## src/rtl/rs_pkg.sv

```systemverilog
// Shared types and defaults for the ALU reservation station.
package rs_pkg;

   localparam int unsigned RS_ROB_ID_W = 5;
   localparam int unsigned RS_XLEN     = 32;

   localparam logic [6:0] OPC_OP     = 7'h33;
   localparam logic [6:0] OPC_OP_IMM = 7'h13;
   localparam logic [6:0] OPC_LUI    = 7'h37;
   localparam logic [6:0] OPC_AUIPC  = 7'h17;

   typedef struct packed {
      logic [6:0] opcode;
      logic [2:0] funct3;
      logic [6:0] funct7;
   } rs_op_t;

   // Width-independent status of an entry; operand values and tags are held beside it.
   typedef struct packed {
      logic   busy;
      logic   qj_valid;
      logic   qk_valid;
      rs_op_t op;
   } rs_entry_t;

endpackage

```

## src/rtl/rs_pick_lowest.sv

```systemverilog
// Find-first-set from bit 0: reports whether any request is set and the lowest set index.
module rs_pick_lowest #(
   parameter int unsigned N = 8,
   localparam int unsigned IDX_W = (N > 1) ? $clog2(N) : 1
) (
   input  logic [N-1:0]     req,
   output logic             found,
   output logic [IDX_W-1:0] idx
);

   always_comb begin
      found = 1'b0;
      idx   = '0;
      for (int i = N - 1; i >= 0; i--) begin
         if (req[i]) begin
            found = 1'b1;
            idx   = IDX_W'(i);
         end
      end
   end

endmodule

```

## src/rtl/rs_station_n.sv

```systemverilog
// Reservation station: DEPTH operand-wait entries with CDB wake-up, feeding a registered
// valid/ready execute port from the lowest-index operand-complete entry.
module rs_station_n
   import rs_pkg::*;
#(
   parameter int unsigned DEPTH    = 8,
   parameter int unsigned ROB_ID_W = RS_ROB_ID_W,
   parameter int unsigned XLEN     = RS_XLEN,
   parameter int unsigned NUM_CDB  = 2,
   localparam int unsigned IDX_W   = $clog2(DEPTH),
   localparam int unsigned OCC_W   = $clog2(DEPTH + 1)
) (
   input  logic                        clk_in,
   input  logic                        rst_in,
   input  logic                        rdy_in,
   input  logic                        flush_pipeline,
   input  logic                        issue_valid,
   output logic                        issue_ready,
   input  logic [6:0]                  issue_opcode,
   input  logic [2:0]                  issue_funct3,
   input  logic [6:0]                  issue_funct7,
   input  logic [ROB_ID_W-1:0]         issue_rob_id,
   input  logic [XLEN-1:0]             issue_vj,
   input  logic [XLEN-1:0]             issue_vk,
   input  logic                        issue_qj_valid,
   input  logic                        issue_qk_valid,
   input  logic [ROB_ID_W-1:0]         issue_qj,
   input  logic [ROB_ID_W-1:0]         issue_qk,
   input  logic [NUM_CDB-1:0]          cdb_valid,
   input  logic [NUM_CDB*ROB_ID_W-1:0] cdb_rob_id,
   input  logic [NUM_CDB*XLEN-1:0]     cdb_value,
   output logic                        exec_valid,
   input  logic                        exec_ready,
   output logic [6:0]                  exec_opcode,
   output logic [2:0]                  exec_funct3,
   output logic [6:0]                  exec_funct7,
   output logic [ROB_ID_W-1:0]         exec_rob_id,
   output logic [XLEN-1:0]             exec_vj,
   output logic [XLEN-1:0]             exec_vk,
   output logic [OCC_W-1:0]            occupancy
);

   rs_entry_t           ent_q [DEPTH];
   rs_entry_t           ent_d [DEPTH];
   logic [ROB_ID_W-1:0] rob_q [DEPTH];
   logic [ROB_ID_W-1:0] rob_d [DEPTH];
   logic [ROB_ID_W-1:0] qj_q  [DEPTH];
   logic [ROB_ID_W-1:0] qj_d  [DEPTH];
   logic [ROB_ID_W-1:0] qk_q  [DEPTH];
   logic [ROB_ID_W-1:0] qk_d  [DEPTH];
   logic [XLEN-1:0]     vj_q  [DEPTH];
   logic [XLEN-1:0]     vj_d  [DEPTH];
   logic [XLEN-1:0]     vk_q  [DEPTH];
   logic [XLEN-1:0]     vk_d  [DEPTH];

   logic                ex_valid_d;
   rs_op_t              ex_op_d;
   logic [ROB_ID_W-1:0] ex_rob_d;
   logic [XLEN-1:0]     ex_vj_d;
   logic [XLEN-1:0]     ex_vk_d;

   logic [DEPTH-1:0] free_vec;
   logic [DEPTH-1:0] rdy_vec;
   logic             free_found;
   logic             rdy_found;
   logic [IDX_W-1:0] free_idx;
   logic [IDX_W-1:0] rdy_idx;
   logic [XLEN:0]    lk_j;
   logic [XLEN:0]    lk_k;

   // Returns {hit, value}; the lowest-numbered matching channel wins.
   function automatic logic [XLEN:0] cdb_lookup(input logic [ROB_ID_W-1:0]         tag,
                                                input logic [NUM_CDB-1:0]          cv,
                                                input logic [NUM_CDB*ROB_ID_W-1:0] ct,
                                                input logic [NUM_CDB*XLEN-1:0]     cval);
      logic [XLEN:0] r;
      r = '0;
      for (int c = NUM_CDB - 1; c >= 0; c--) begin
         if (cv[c] && ct[c*ROB_ID_W +: ROB_ID_W] == tag) r = {1'b1, cval[c*XLEN +: XLEN]};
      end
      return r;
   endfunction

   always_comb begin
      occupancy = '0;
      for (int i = 0; i < DEPTH; i++) begin
         free_vec[i] = !ent_q[i].busy;
         rdy_vec[i]  = ent_q[i].busy && !ent_q[i].qj_valid && !ent_q[i].qk_valid;
         occupancy   = occupancy + OCC_W'(ent_q[i].busy);
      end
   end

   rs_pick_lowest #(.N(DEPTH)) u_pick_free (.req(free_vec), .found(free_found), .idx(free_idx));
   rs_pick_lowest #(.N(DEPTH)) u_pick_rdy  (.req(rdy_vec),  .found(rdy_found),  .idx(rdy_idx));

   // Registered state only: a slot freed by this edge's dispatch is not offered.
   assign issue_ready = free_found;

   always_comb begin
      ent_d      = ent_q;
      rob_d      = rob_q;
      qj_d       = qj_q;
      qk_d       = qk_q;
      vj_d       = vj_q;
      vk_d       = vk_q;
      ex_valid_d = exec_valid;
      ex_op_d    = '{opcode: exec_opcode, funct3: exec_funct3, funct7: exec_funct7};
      ex_rob_d   = exec_rob_id;
      ex_vj_d    = exec_vj;
      ex_vk_d    = exec_vk;
      lk_j       = '0;
      lk_k       = '0;

      for (int i = 0; i < DEPTH; i++) begin
         lk_j = cdb_lookup(qj_q[i], cdb_valid, cdb_rob_id, cdb_value);
         lk_k = cdb_lookup(qk_q[i], cdb_valid, cdb_rob_id, cdb_value);
         if (ent_q[i].busy && ent_q[i].qj_valid && lk_j[XLEN]) begin
            ent_d[i].qj_valid = 1'b0;
            vj_d[i]           = lk_j[XLEN-1:0];
         end
         if (ent_q[i].busy && ent_q[i].qk_valid && lk_k[XLEN]) begin
            ent_d[i].qk_valid = 1'b0;
            vk_d[i]           = lk_k[XLEN-1:0];
         end
      end

      if (!exec_valid || exec_ready) begin
         ex_valid_d = rdy_found;
         if (rdy_found) begin
            ent_d[rdy_idx].busy = 1'b0;
            ex_op_d             = ent_q[rdy_idx].op;
            ex_rob_d            = rob_q[rdy_idx];
            ex_vj_d             = vj_q[rdy_idx];
            ex_vk_d             = vk_q[rdy_idx];
         end
      end

      if (issue_valid && free_found) begin
         lk_j = cdb_lookup(issue_qj, cdb_valid, cdb_rob_id, cdb_value);
         lk_k = cdb_lookup(issue_qk, cdb_valid, cdb_rob_id, cdb_value);
         ent_d[free_idx] = '{busy:     1'b1,
                             qj_valid: issue_qj_valid && !lk_j[XLEN],
                             qk_valid: issue_qk_valid && !lk_k[XLEN],
                             op:       '{opcode: issue_opcode, funct3: issue_funct3,
                                         funct7: issue_funct7}};
         rob_d[free_idx] = issue_rob_id;
         qj_d[free_idx]  = issue_qj;
         qk_d[free_idx]  = issue_qk;
         vj_d[free_idx]  = (issue_qj_valid && lk_j[XLEN]) ? lk_j[XLEN-1:0] : issue_vj;
         vk_d[free_idx]  = (issue_qk_valid && lk_k[XLEN]) ? lk_k[XLEN-1:0] : issue_vk;
      end

      if (flush_pipeline) begin
         for (int i = 0; i < DEPTH; i++) ent_d[i].busy = 1'b0;
         ex_valid_d = 1'b0;
      end
   end

   always_ff @(posedge clk_in or posedge rst_in) begin
      if (rst_in) begin
         for (int i = 0; i < DEPTH; i++) begin
            ent_q[i] <= '0;
            rob_q[i] <= '0;
            qj_q[i]  <= '0;
            qk_q[i]  <= '0;
            vj_q[i]  <= '0;
            vk_q[i]  <= '0;
         end
         exec_valid  <= 1'b0;
         exec_opcode <= '0;
         exec_funct3 <= '0;
         exec_funct7 <= '0;
         exec_rob_id <= '0;
         exec_vj     <= '0;
         exec_vk     <= '0;
      end else if (rdy_in) begin
         ent_q       <= ent_d;
         rob_q       <= rob_d;
         qj_q        <= qj_d;
         qk_q        <= qk_d;
         vj_q        <= vj_d;
         vk_q        <= vk_d;
         exec_valid  <= ex_valid_d;
         exec_opcode <= ex_op_d.opcode;
         exec_funct3 <= ex_op_d.funct3;
         exec_funct7 <= ex_op_d.funct7;
         exec_rob_id <= ex_rob_d;
         exec_vj     <= ex_vj_d;
         exec_vk     <= ex_vk_d;
      end
   end

endmodule

```

## config.mk

```make
export PLATFORM = sky130hd
export DESIGN_NAME = rs_station_n
export DESIGN_NICKNAME = d
export VERILOG_FILES = /design/src/rtl/rs_pkg.sv /design/src/rtl/rs_pick_lowest.sv /design/src/rtl/rs_station_n.sv
export SDC_FILE = /design/constraint.sdc
export NUM_CORES = 2
export LEC_CHECK = 0
export BUFFER_PORTS_ARGS = -buffer_cell sky130_fd_sc_hd__buf_2
export CORE_MARGIN = 3
export CORE_UTILIZATION = 32
export CTS_BUF_LIST = sky130_fd_sc_hd__clkbuf_16
export DETAILED_ROUTE_END_ITERATION = 8
export GPL_TIMING_DRIVEN = 0
export PLACE_DENSITY = 0.45
export SYNTH_ARGS = -nofsm -noshare
export SYNTH_HDL_FRONTEND = slang
export SYNTH_SLANG_ARGS = --single-unit
```

## constraint.sdc

```tcl
create_clock -name clk_in -period 33.6 [get_ports clk_in]
set_input_delay 6.72 -clock clk_in [delete_from_list [all_inputs] [get_ports clk_in]]
set_output_delay 6.72 -clock clk_in [all_outputs]
set_load 0.005 [all_outputs]
```

==> report_table.html <==
<table>
<tr><th>Metric</th><th>Value</th></tr>
<tr><th colspan="2">Yosys</th></tr>
<tr><td>Number of warnings issued by yosys</td><td>0</td></tr>
<tr><td>Net count after synthesis</td><td>slightly below 6000</td></tr>
<tr><td>Cells after Synth</td><td>5645</td></tr>
<tr><td>Register bit total from synthesis</td><td>879</td></tr>
<tr><td>Number of synthesized flops with an enable pin</td><td>0</td></tr>
<tr><td>Synthesized area per cell</td><td>9.08 um^2</td></tr>
<tr><td>Netlist area before placement</td><td>0.0513 mm^2</td></tr>
<tr><td>Commonest register cell after synthesis</td><td>sky130_fd_sc_hd__dfrtp_1</td></tr>
<tr><td>Seq/Total Area, Yosys</td><td>between 40 and 50%</td></tr>
<tr><td>FFs w/ async S/R, synth</td><td>100%</td></tr>
<tr><td>Unique cell type count in the Yosys netlist</td><td>77</td></tr>
<tr><th colspan="2">Worst setup path</th></tr>
<tr><td>Arrival time at the worst endpoint</td><td>approximately 4000 ps</td></tr>
<tr><td>Peak fanout along the critical path</td><td>10</td></tr>
<tr><td>Most common cell type on the critical path</td><td>sky130_fd_sc_hd__fa_1</td></tr>
<tr><td>Kind of launch point of the worst setup path</td><td>flip-flop</td></tr>
<tr><td>Worst setup EP type</td><td>output port</td></tr>
<tr><td>Crit-path cells</td><td>buf_2, clkinv_1, fa_1, fa_1, inv_1, ha_1, inv_1, fa_1, xnor2_1, buf_2</td></tr>
<tr><td>Slowest cell on crit path</td><td>sky130_fd_sc_hd__fa_1</td></tr>
<tr><td>Max stage delay on crit path</td><td>650 ps</td></tr>
<tr><td>Data required time at the worst endpoint</td><td>26880 ps</td></tr>
<tr><td>Class of the most critical setup path</td><td>flip-flop to output port</td></tr>
<tr><th colspan="2">Pwr</th></tr>
<tr><td>PD cells</td><td>66.0 mW/mm^2</td></tr>
<tr><td>Maximum resistive drop on vdd</td><td>0.0465 mV</td></tr>
<tr><td>Leakage Power</td><td>0.0251 uW</td></tr>
<tr><td>Total power draw</td><td>3890 uW</td></tr>
<tr><th colspan="2">Detailed routing</th></tr>
<tr><td>Post-DR wirelength/cell</td><td>41.7 um</td></tr>
<tr><td>Wire length after detailed routing</td><td>340000 um</td></tr>
<tr><td>Drt first-iter violations</td><td>9110</td></tr>
<tr><td>Total number of vias</td><td>roughly 55000</td></tr>
<tr><td>Number of DRC violations after detailed routing</td><td>0</td></tr>
<tr><td>DR vias/cell</td><td>6.76</td></tr>
<tr><td>Residual antenna-violating net count after detailed routing</td><td>0</td></tr>
<tr><td>Detailed-routing iteration count for the pre-antenna-repair pass</td><td>9</td></tr>
<tr><th colspan="2">Placement</th></tr>
<tr><td>Sum of net half-perimeters after detailed placement</td><td>about 240000 um</td></tr>
<tr><td>Placed cell areas</td><td>0.0554 mm^2</td></tr>
<tr><td>Count of buffers inserted at the top-level ports</td><td>185</td></tr>
<tr><td>Last weighted congestion value of the routability-driven placer</td><td>1.01</td></tr>
<tr><th colspan="2">STA</th></tr>
<tr><td>Count of final max-slew check failures</td><td>89</td></tr>
<tr><td>Setup repair after global routing missed its margin</td><td>false</td></tr>
<tr><td>Rel. slew slack</td><td>-12.1%</td></tr>
<tr><td>Largest clock skew in the final design</td><td>38.7 ps</td></tr>
<tr><td>Min Clock Period, post-route</td><td>10710 ps</td></tr>
<tr><td>Final number of setup-violating endpoints</td><td>0</td></tr>
<tr><td>Fmax</td><td>about 93 MHz</td></tr>
<tr><td>Final count of hold timing violations</td><td>0</td></tr>
<tr><td>Pin slew with the least headroom to its limit</td><td>about 1700 ps</td></tr>
<tr><td>Post-route clock period utilization</td><td>31.9%</td></tr>
<tr><td>Total negative setup slack</td><td>0 ps</td></tr>
<tr><th colspan="2">Floorplanning</th></tr>
<tr><td>Chip Width</td><td>a little over 400 um</td></tr>
<tr><td>Initial core utilization</td><td>32.3%</td></tr>
<tr><td>Total die area</td><td>between 0.15 and 0.2 mm^2</td></tr>
<tr><td>Row count</td><td>between 100 and 150</td></tr>
<tr><td>Core area</td><td>0.159 mm^2</td></tr>
<tr><td># IOs</td><td>about 270</td></tr>
<tr><td>Vertical extent of the die</td><td>406 um</td></tr>
<tr><th colspan="2">Layout</th></tr>
<tr><td>Most frequent cells in the layout</td><td>1053 x sky130_fd_sc_hd__nand2_1, 879 x sky130_fd_sc_hd__dfrtp_1, 470 x sky130_fd_sc_hd__clkbuf_1, 408 x sky130_fd_sc_hd__a221o_1, 390 x sky130_fd_sc_hd__nand3_1</td></tr>
<tr><td>Layout cells sized above 1</td><td>12.5%</td></tr>
<tr><td>Area grow syn2layout</td><td>15.1%</td></tr>
<tr><td>Final non-filler cell area</td><td>0.0590 mm^2</td></tr>
<tr><td>Most common library cell in the layout ignoring fill and taps</td><td>sky130_fd_sc_hd__nand2_1</td></tr>
<tr><td>Filler cell count</td><td>16400</td></tr>
<tr><td>Number of nets in the finished design</td><td>6164</td></tr>
<tr><td>Utilization of the core after routing</td><td>37.2%</td></tr>
<tr><th colspan="2">Global route</th></tr>
<tr><td>Global-route wire length before repair</td><td>453000 um</td></tr>
<tr><td>Leftover overflow at the end of global routing</td><td>0</td></tr>
<tr><td>Initial antenna violation count</td><td>54</td></tr>
<tr><td>Vias in the first global route</td><td>~52000</td></tr>
<tr><td>All-Layer GR Usage</td><td>39.9%</td></tr>
<tr><td>Pin count of the biggest net entering global routing</td><td>120</td></tr>
<tr><th colspan="2">Clock tree</th></tr>
<tr><td>Number of levels the H-tree was split into</td><td>3</td></tr>
<tr><td>CTS-repair resized insts</td><td>0</td></tr>
<tr><td>Sinks on Clock Net</td><td>879</td></tr>
<tr><td>Post-CTS setup buffers</td><td>0</td></tr>
<tr><td># hold bufs at CTS</td><td>0</td></tr>
<tr><td>Clock edge transition at the registers on the reported setup and hold paths</td><td>roughly 70 ps</td></tr>
<tr><td>Clk Tree Root Cell</td><td>sky130_fd_sc_hd__clkbuf_16</td></tr>
<tr><td>Clock network latency to the later pin of the worst-skew pair</td><td>800 ps</td></tr>
<tr><td>Clk buf depth</td><td>3</td></tr>
<tr><td>TritonCTS clock tree</td><td>done</td></tr>
<tr><td>Inserted Clock Buffers</td><td>111</td></tr>
<tr><th colspan="2">Outcome</th></tr>
<tr><td>Violations in the final reports</td><td>max-capacitance violations, max-slew violations</td></tr>
<tr><td>Status</td><td>finished, violations left</td></tr>
<tr><th colspan="2">Min path</th></tr>
<tr><td>Class of the tightest hold or removal check</td><td>flip-flop to flip-flop</td></tr>
<tr><th colspan="2">Job</th></tr>
<tr><td>Number of maximum-capacitance violations</td><td>11</td></tr>
</table>
-- kinds of logic (layout without fill, tap and decap cells) --
logic type / after synthesis / after routing / share of synthesized area [%]
xor+xnor: 181 / 181 / 3.09
fa+ha+maj: 9 / 9 / 0.278
mux: 100 / 100 / 2.19
flops: 879 / 879 / 42.9
compound gates: 1781 / 1781 / 28.5
simple gates: 1917 / 1917 / 16.7
buf+inv: 778 / 1193 / 6.33
other cells: 0 / 38 / 0
-- worst max-delay path: cells and delay by family (launching register included) --
| kind | cells | cell delay [ps] |
|---|---|---|
| flip-flops | 1 | 420 |
| XOR/XNOR | 1 | 130 |
| adder cells (fa/ha/maj) | 4 | 1710 |
| buffers and inverters | 5 | 930 |
-- through the flow --
step           worst slack [ps]  hold WS, ps  cells
6_report                  22890          470   8170
3_5_place_dp              22510          455   7930
5_1_grt                   22750          484   8137
2_1_floorplan              2170          438   5645
4_1_cts                   22870          469   8128
3_3_place_gp             -11580          451   7902
-- final cells by class --
cell class | count | area, um^2 | share of cell area, %
Clock buffer | 111 | 2780 | 4.71
Sequential cell | 879 | 22000 | 37.3
Tap cell | 2072 | 2590 | 4.39
Clock inverter | 87 | 691 | 1.17
Timing Repair Buffer | 217 | 1460 | 2.47
Buffer | 719 | 3030 | 5.14
Inverter | 59 | 229 | 0.388
Multi-Input combinational cell | 3988 | 26100 | 44.3
Antenna cell | 38 | 95.1 | 0.161
-- cells in the mapped netlist, types with 41 or more instances --
library cell | n | area [um^2]
sky130_fd_sc_hd__nand2_1 | 1053 | 3950
sky130_fd_sc_hd__dfrtp_1 | 879 | 22000
sky130_fd_sc_hd__clkbuf_1 | 475 | 1780
sky130_fd_sc_hd__a221o_1 | 408 | 4080
sky130_fd_sc_hd__nand3_1 | 390 | 1950
sky130_fd_sc_hd__a21oi_1 | 338 | 1690
sky130_fd_sc_hd__a22o_1 | 172 | 1510
sky130_fd_sc_hd__buf_2 | 149 | 746
sky130_fd_sc_hd__nor2_1 | 147 | 552
sky130_fd_sc_hd__a22oi_1 | 131 | 983
sky130_fd_sc_hd__o22ai_1 | 131 | 820
sky130_fd_sc_hd__xor2_1 | 112 | 981
sky130_fd_sc_hd__mux2_2 | 96 | 1080
sky130_fd_sc_hd__and3_1 | 95 | 594
sky130_fd_sc_hd__o31ai_1 | 85 | 638
sky130_fd_sc_hd__nor3_1 | 77 | 385
sky130_fd_sc_hd__xnor2_1 | 69 | 604
sky130_fd_sc_hd__a222oi_1 | 68 | 681
sky130_fd_sc_hd__nor3b_1 | 67 | 503
sky130_fd_sc_hd__a21o_1 | 64 | 480
sky130_fd_sc_hd__buf_1 | 64 | 240
sky130_fd_sc_hd__a32o_1 | 61 | 611
sky130_fd_sc_hd__inv_1 | 57 | 214
sky130_fd_sc_hd__a2bb2oi_2 | 56 | 841
sky130_fd_sc_hd__o21a_1 | 47 | 353
sky130_fd_sc_hd__a221oi_1 | 43 | 377
sky130_fd_sc_hd__a2bb2oi_1 | 41 | 359
-- where the power goes --
group | internal, uW | leakage [uW] | total [uW] | switching, uW
combinational | 426 | 0.0116 | 1190 | 759
sequential | 1290 | 0.0117 | 1500 | 201
clock | 671 | 0.00177 | 1210 | 542
-- layer usage --
layer | share of wire, % | GRT usage (%) | up-vias
met5 | 0.064 | 0.297 | -
met4 | 7.2 | 24.5 | 24
met1 | 39 | 51.4 | 28200
li1 | - | - | 21800
met3 | 12 | 13.5 | 987
met2 | 42 | 57.5 | 4229
-- sequential cells by signal, summed over array words and instances (netlist names), 7 cells and up --
| register | flops |
|---|---|
| exec_vk | 32 |
| exec_vj | 32 |
| ent_q | 160 |
| rob_q | 40 |
| vj_q | 256 |
| vk_q | 256 |
| exec_funct7 | 7 |
| qk_q | 40 |
| exec_opcode | 7 |
| qj_q | 40 |
-- final timing paths --
kind	startpoint	to	slack [ps]	cells past startpoint
setup / recovery	ent_q[119]	occupancy[2]	22890	10
setup reg to reg	ent_q[19]	rob_q[12]	28500	10
hold reg to reg	ent_q[13]	ent_q[13]	470	2
max in group asynchronous	rst_in	exec_vk[2]	25600	5
hold / removal	ent_q[13]	ent_q[13]	470	2
min in group asynchronous	rst_in	exec_vj[23]	5980	2
(Power assumes the default switching activity.)
